$ cat src/rtl/relu_maxpool.sv
// relu_maxpool
// Optional ReLU followed by a 2x2, stride-2 max-pool over one M x M frame of
// convolution results arriving in raster order. A running horizontal maximum
// is formed on each odd column. On even rows it is parked in a half-width line
// buffer. On odd rows it is combined with the parked value to give one pooled
// result.
//
// Ports:
//   clk        in   rising-edge clock
//   global_rst in   asynchronous active-high reset
//   ce         in   clock enable; low freezes all state
//   conv_in    in   [N-1:0] signed sample, raster order
//   valid_in   in   conv_in is valid this cycle
//   pool_out   out  [N-1:0] pooled maximum; holds when valid_out is low
//   valid_out  out  one-cycle pulse, one clock after the accepting edge
//   end_pool   out  level, set by the last sample of the frame; cleared by reset
module relu_maxpool #(
  parameter int M    = 8,
  parameter int N    = 16,
  parameter int RELU = 1
) (
  input  logic         clk,
  input  logic         global_rst,
  input  logic         ce,
  input  logic [N-1:0] conv_in,
  input  logic         valid_in,
  output logic [N-1:0] pool_out,
  output logic         valid_out,
  output logic         end_pool
);

  localparam int CW      = $clog2(M);
  localparam int HALF    = M / 2;
  localparam int LB_AW   = (HALF > 1) ? $clog2(HALF) : 1;
  localparam int LB_SIZE = 1 << LB_AW;
  // Rows/columns below PW take part in pooling; for odd M the last one is dropped.
  localparam logic [CW:0]   PW_L = (CW + 1)'(2 * HALF);
  localparam logic [CW-1:0] LAST = CW'(M - 1);

  logic [CW-1:0] r_col;
  logic [CW-1:0] r_row;
  logic [N-1:0]  r_h;
  logic [N-1:0]  r_linebuf [LB_SIZE];
  logic [N-1:0]  r_pool;
  logic          r_valid;
  logic          r_end;

  logic             w_accept;
  logic [N-1:0]     w_sample;
  logic             w_in_pool;
  logic             w_odd_col;
  logic             w_odd_row;
  logic             w_last;
  logic [LB_AW-1:0] w_lb_idx;
  logic [N-1:0]     w_lb_rd;
  logic [N-1:0]     w_hmax;
  logic [N-1:0]     w_vmax;

  assign w_accept  = ce & valid_in & ~r_end;
  assign w_odd_col = r_col[0];
  assign w_odd_row = r_row[0];
  assign w_in_pool = ({1'b0, r_col} < PW_L) && ({1'b0, r_row} < PW_L);
  assign w_last    = (r_col == LAST) && (r_row == LAST);
  assign w_lb_idx  = LB_AW'(r_col >> 1);
  assign w_lb_rd   = r_linebuf[w_lb_idx];

  // NOTE: every signal written in always_comb gets a default first, so no path
  // leaves it unassigned and no latch is inferred.
  always_comb begin
    w_sample = conv_in;
    if ((RELU != 0) && conv_in[N-1]) begin
      w_sample = '0;
    end
  end

  // Ties may take either operand; the values are equal.
  assign w_hmax = ($signed(r_h) > $signed(w_sample)) ? r_h : w_sample;
  assign w_vmax = ($signed(w_lb_rd) > $signed(w_hmax)) ? w_lb_rd : w_hmax;

  // NOTE: sequential state uses non-blocking assignments so every register
  // samples pre-edge values, independent of process ordering.
  always_ff @(posedge clk or posedge global_rst) begin
    if (global_rst) begin
      r_col   <= '0;
      r_row   <= '0;
      r_h     <= '0;
      r_pool  <= '0;
      r_valid <= 1'b0;
      r_end   <= 1'b0;
    end else begin
      // The pulse drops every cycle, including those with ce low.
      r_valid <= 1'b0;
      if (w_accept) begin
        if (r_col == LAST) begin
          r_col <= '0;
          r_row <= (r_row == LAST) ? '0 : r_row + CW'(1);
        end else begin
          r_col <= r_col + CW'(1);
        end

        if (w_in_pool) begin
          if (!w_odd_col) begin
            r_h <= w_sample;
          end else if (w_odd_row) begin
            r_pool  <= w_vmax;
            r_valid <= 1'b1;
          end
        end

        if (w_last) begin
          r_end <= 1'b1;
        end
      end
    end
  end

  // NOTE: the line buffer is deliberately left out of reset. Every entry is
  // written on an even row before the following odd row reads it.
  always_ff @(posedge clk) begin
    if (w_accept && w_in_pool && w_odd_col && !w_odd_row) begin
      r_linebuf[w_lb_idx] <= w_hmax;
    end
  end

  assign pool_out  = r_pool;
  assign valid_out = r_valid;
  assign end_pool  = r_end;

endmodule

$ cat config.mk
export PLATFORM = sky130hd
export DESIGN_NAME = relu_maxpool
export DESIGN_NICKNAME = d
export VERILOG_FILES = /design/src/rtl/relu_maxpool.sv
export SDC_FILE = /design/constraint.sdc
export NUM_CORES = 1
export LEC_CHECK = 0
export BUFFER_PORTS_ARGS = -buffer_cell sky130_fd_sc_hd__buf_2
export CAP_MARGIN = 20
export CORE_MARGIN = 5
export CORE_UTILIZATION = 45
export DETAILED_ROUTE_END_ITERATION = 10
export PLACE_DENSITY = 0.72
export SYNTH_ARGS = -nofsm -noshare
export SYNTH_HDL_FRONTEND = slang
export SYNTH_SLANG_ARGS = --single-unit
$ cat constraint.sdc
create_clock -name clk -period 5 [get_ports clk]
set_input_delay 0.5 -clock clk [delete_from_list [all_inputs] [get_ports clk]]
set_output_delay 0.5 -clock clk [all_outputs]
set_load 0.05 [all_outputs]
==> metrics.log <==
[metrics] flip-flop cell with the highest count after synthesis: sky130_fd_sc_hd__edfxtp_1
[metrics] DRC violations left: 0
[metrics] CTS clk-pin slew, worst paths: 90 ps
[metrics] count of warnings emitted by yosys: 0
[metrics] number of top-level pins: 38
[metrics] cell types occupying the most area after synthesis: sky130_fd_sc_hd__edfxtp_1 (37%), sky130_fd_sc_hd__dfrtp_1 (19%), sky130_fd_sc_hd__ha_1 (8.7%)
[metrics] sum of routed wire length over all layers: 9550 microns
[metrics] via-per-instance ratio: 5.47
[metrics] Critical Path, Cell by Cell: buf_2 > nand2b_1 > ha_1 > nor2b_1 > o211ai_1 > a2111oi_0 > o31a_1 > buf_4 > mux2_4 > ha_1 > a21oi_1 > o21ai_0 > a211o_1 > a21oi_1 > buf_4 > nor4_1 > a211oi_1
[metrics] startpoint class of the critical path: input pin
[metrics] die area: 0.0130 sq mm
[metrics] reg2reg setup slack: 880 ps
[metrics] global placement routability congestion: 0.813
[metrics] count of flip-flops with a built-in enable after synthesis: 60
[metrics] required time of the critical path: 5260 ps
[metrics] Post-DP HPWL: 7030 microns
[metrics] reg2reg end: pool_out[10]
[metrics] buffers plus inverters on the worst setup path: 3
[metrics] Max Root-Sink Buffers: 2
[metrics] first-pass GRT wire length: 15700 microns
[metrics] Routed WL per cell: 17.2 microns
[metrics] dpl cell area: 0.00523 sq mm
[metrics] RSZ-0062 raised after global routing: no
[metrics] post-CTS setup-driven buffer insertion count: 0
[metrics] area overhead of the layout relative to synthesis: 10.5%
[metrics] MaxCap Viol Count: 0
[metrics] stage delay of the slowest cell on the critical path: 460 ps
[metrics] area share of the largest cell type after synthesis: 36.9%
[metrics] highest-delay cell along the critical path: sky130_fd_sc_hd__o31a_1
[metrics] Syn Area/Cell: 13.2 sq um
[metrics] post-layout instance area: 0.00540 sq mm
[metrics] Buffers on Ports: 36
[metrics] Final Hold Violating Endpoints: 0
[metrics] pin count of the biggest net entering global routing: 39
[metrics] GR Layer Usage met1: 20.6%
[metrics] DIE WIDTH: 114 microns
[metrics] worst reg-to-reg path cell count: 15
[metrics] starting utilization of the core area: 45.5%
[metrics] launching point of the worst reg2reg path: r_h[1]
[metrics] CTS hold repair buffers: 0
[metrics] status: finished clean
[metrics] P per Cell Area: 612 mW/mm^2
[metrics] number of H-tree levels: 3
[metrics] most area-hungry cell type in the Yosys netlist: sky130_fd_sc_hd__edfxtp_1
[metrics] sort of element at the end of the critical path: register
[metrics] clock tree root driver cell: sky130_fd_sc_hd__clkbuf_8
[metrics] logic depth of the worst setup path including buffers: 17
[metrics] Hold Crit Class: input pin to async pin
[metrics] measured slew at the worst slew-check pin: 843 ps
[metrics] end-of-flow core utilization: 50.3%
[metrics] clock insertion delay at the later pin of the skew report: 360 ps
[metrics] part of the cycle the worst path needs: 84.7%
[metrics] #FFs+latches synth: 98
[metrics] TritonCTS clock tree: yes
[metrics] standard-cell rows: 38
[metrics] GR Util met3: 3.22%
[metrics] critical path start-end classification: input pin to register
[metrics] count of nets after finishing: 465
[metrics] post-CTS resize count: 0
[metrics] cells after synthesis: 371
[metrics] First-pass DRT Iterations: 5
[metrics] y dimension of the die: 114 microns
[metrics] Worst Skew: 7.34 ps
[metrics] Max-slew headroom: 43.8%
[metrics] number of distinct standard cells referenced by the synthesized netlist: 39
[metrics] share of final-layout standard cells stronger than drive strength 1: 25.5%
[metrics] static leakage power: 2.22 nW
[metrics] cts bufs inserted: 9
[metrics] diode count: 0
[metrics] Via Count: 3042
[metrics] maximum resistive drop on vdd: 0.316 mV
[metrics] met2 GRT Util: 26.0%
[metrics] Max Fclk: 236 MHz
[metrics] CP Data Arrival Time: 4500 ps
[metrics] async set-reset flop share out of synthesis: 38.8%
[metrics] placeable core region: 0.0107 sq mm
[metrics] delay-heaviest family, CP: compound AO/OA/AOI/OAI gates
[metrics] final critical delay including setup and external delays: 4240 ps
[metrics] via count of the first global-routing pass: 3152
[metrics] total of endpoints with negative setup slack in the final report: 0
[metrics] final-layout setup total negative slack: 0 ps
[metrics] most crowded layer after global routing: met2
[metrics] combined global-route utilization of all metal layers: 15.6%
[metrics] number of antenna violations at the first check in global routing: 0
[metrics] syn nets: 425
[metrics] post-synth design cell area: 0.00489 sq mm
[metrics] worst hold margin: 232 ps
[metrics] end of the critical path: pool_out[10]
[metrics] Max Transition Viols Final: 0
[metrics] count of clock tree sinks: 98
[metrics] GR Overflow Total: 0
[metrics] worst-path maximum fanout: 15
[metrics] share of synthesized area occupied by flip-flops and latches: 56.3%
[metrics] antenna-violating nets left: 0
[metrics] beginning of the critical path: conv_in[15]
[metrics] 1st-iter DRT viols: 217
-- area by class of cell --
| cell class | count | area, sq um |
|---|---|---|
| flip-flops and latches | 98 | 2750 |
| repair buffers | 45 | 248 |
| inverters | 35 | 131 |
| clock inverters | 5 | 38.8 |
| well taps | 140 | 175 |
| clock buffers | 11 | 131 |
| multi-input cells | 222 | 1920 |
| fillers | 911 | 5340 |
-- sequential cells by signal, indices dropped and copies added (netlist names) --
name and cells:
valid_out 1, end_pool 1, r_col 3, r_row 3, r_h 15, pool_out 15, r_linebuf 60
-- metal layers --
layer	vias to the layer above	routed length, microns
met3	17	404
met5	-	0
met4	0	168
met2	72	4640
met1	1498	4340
li1	1455	-
-- power by group --
part	total, W	internal [W]	switching [W]
combinational	0.00158	0.000620	0.000963
clock	0.000452	0.000184	0.000268
sequential	0.00127	0.00110	0.000166
total	0.00330	0.00191	0.00140
-- logic make-up (layout without fill, tap and decap cells) --
kind of cell / Yosys count / in the layout / synth area share (%)
other: 1 / 1 / 0.0767
DFF: 98 / 98 / 56.3
and+or+nand+nor: 94 / 94 / 9.60
AOI/OAI and AO/OA: 57 / 57 / 8.32
buffers and inverters: 51 / 96 / 4.58
adders and majority gates: 34 / 34 / 8.70
muxes: 36 / 36 / 12.4
-- worst min-delay path by stage --
stage               startpoint        to  depth (start not counted)
floorplan              r_h[10]   r_h[10]                          2
global placement      r_row[1]  r_row[1]                          1
detailed placement      r_h[7]    r_h[7]                          2
CTS                 global_rst   r_h[13]                          3
global route        global_rst  r_col[0]                          3
finish              global_rst  r_col[0]                          3
-- worst min-delay path, cell delays in order --
cell	delay [ps]
sky130_fd_sc_hd__buf_2	100
sky130_fd_sc_hd__inv_1	40
sky130_fd_sc_hd__buf_4	400
-- metrics by stage --
step	total power [W]	instances	setup WS, ps
floorplan	0.00249	371	717
global placement	0.00280	540	611
detailed placement	0.00287	540	366
CTS	0.00332	556	775
global route	0.00354	556	496
finish	0.00330	556	763
-- layout by cell type, fill, tap and decap left out, types with 13 or more instances in the layout --
cell type and count:
sky130_fd_sc_hd__a21oi_1 13, sky130_fd_sc_hd__buf_2 36, sky130_fd_sc_hd__dfrtp_1 38, sky130_fd_sc_hd__edfxtp_1 60, sky130_fd_sc_hd__ha_1 34, sky130_fd_sc_hd__inv_1 34
sky130_fd_sc_hd__mux4_2 15, sky130_fd_sc_hd__nand2_1 23, sky130_fd_sc_hd__nand2b_1 14, sky130_fd_sc_hd__nor2_1 21, sky130_fd_sc_hd__nor4_1 15, sky130_fd_sc_hd__o21ai_0 16
-- synth_stat cells, types with 11 or more instances --
cell type and count:
sky130_fd_sc_hd__edfxtp_1 60, sky130_fd_sc_hd__clkbuf_1 11, sky130_fd_sc_hd__nand2b_1 14, sky130_fd_sc_hd__mux2_2 11, sky130_fd_sc_hd__inv_1 34, sky130_fd_sc_hd__nor4_1 17
sky130_fd_sc_hd__nand2_1 23, sky130_fd_sc_hd__mux4_2 15, sky130_fd_sc_hd__nor2_1 21, sky130_fd_sc_hd__a21oi_1 13, sky130_fd_sc_hd__ha_1 34, sky130_fd_sc_hd__dfrtp_1 38
sky130_fd_sc_hd__o21ai_0 16
Note: power is estimated with default switching activity, not from simulation.
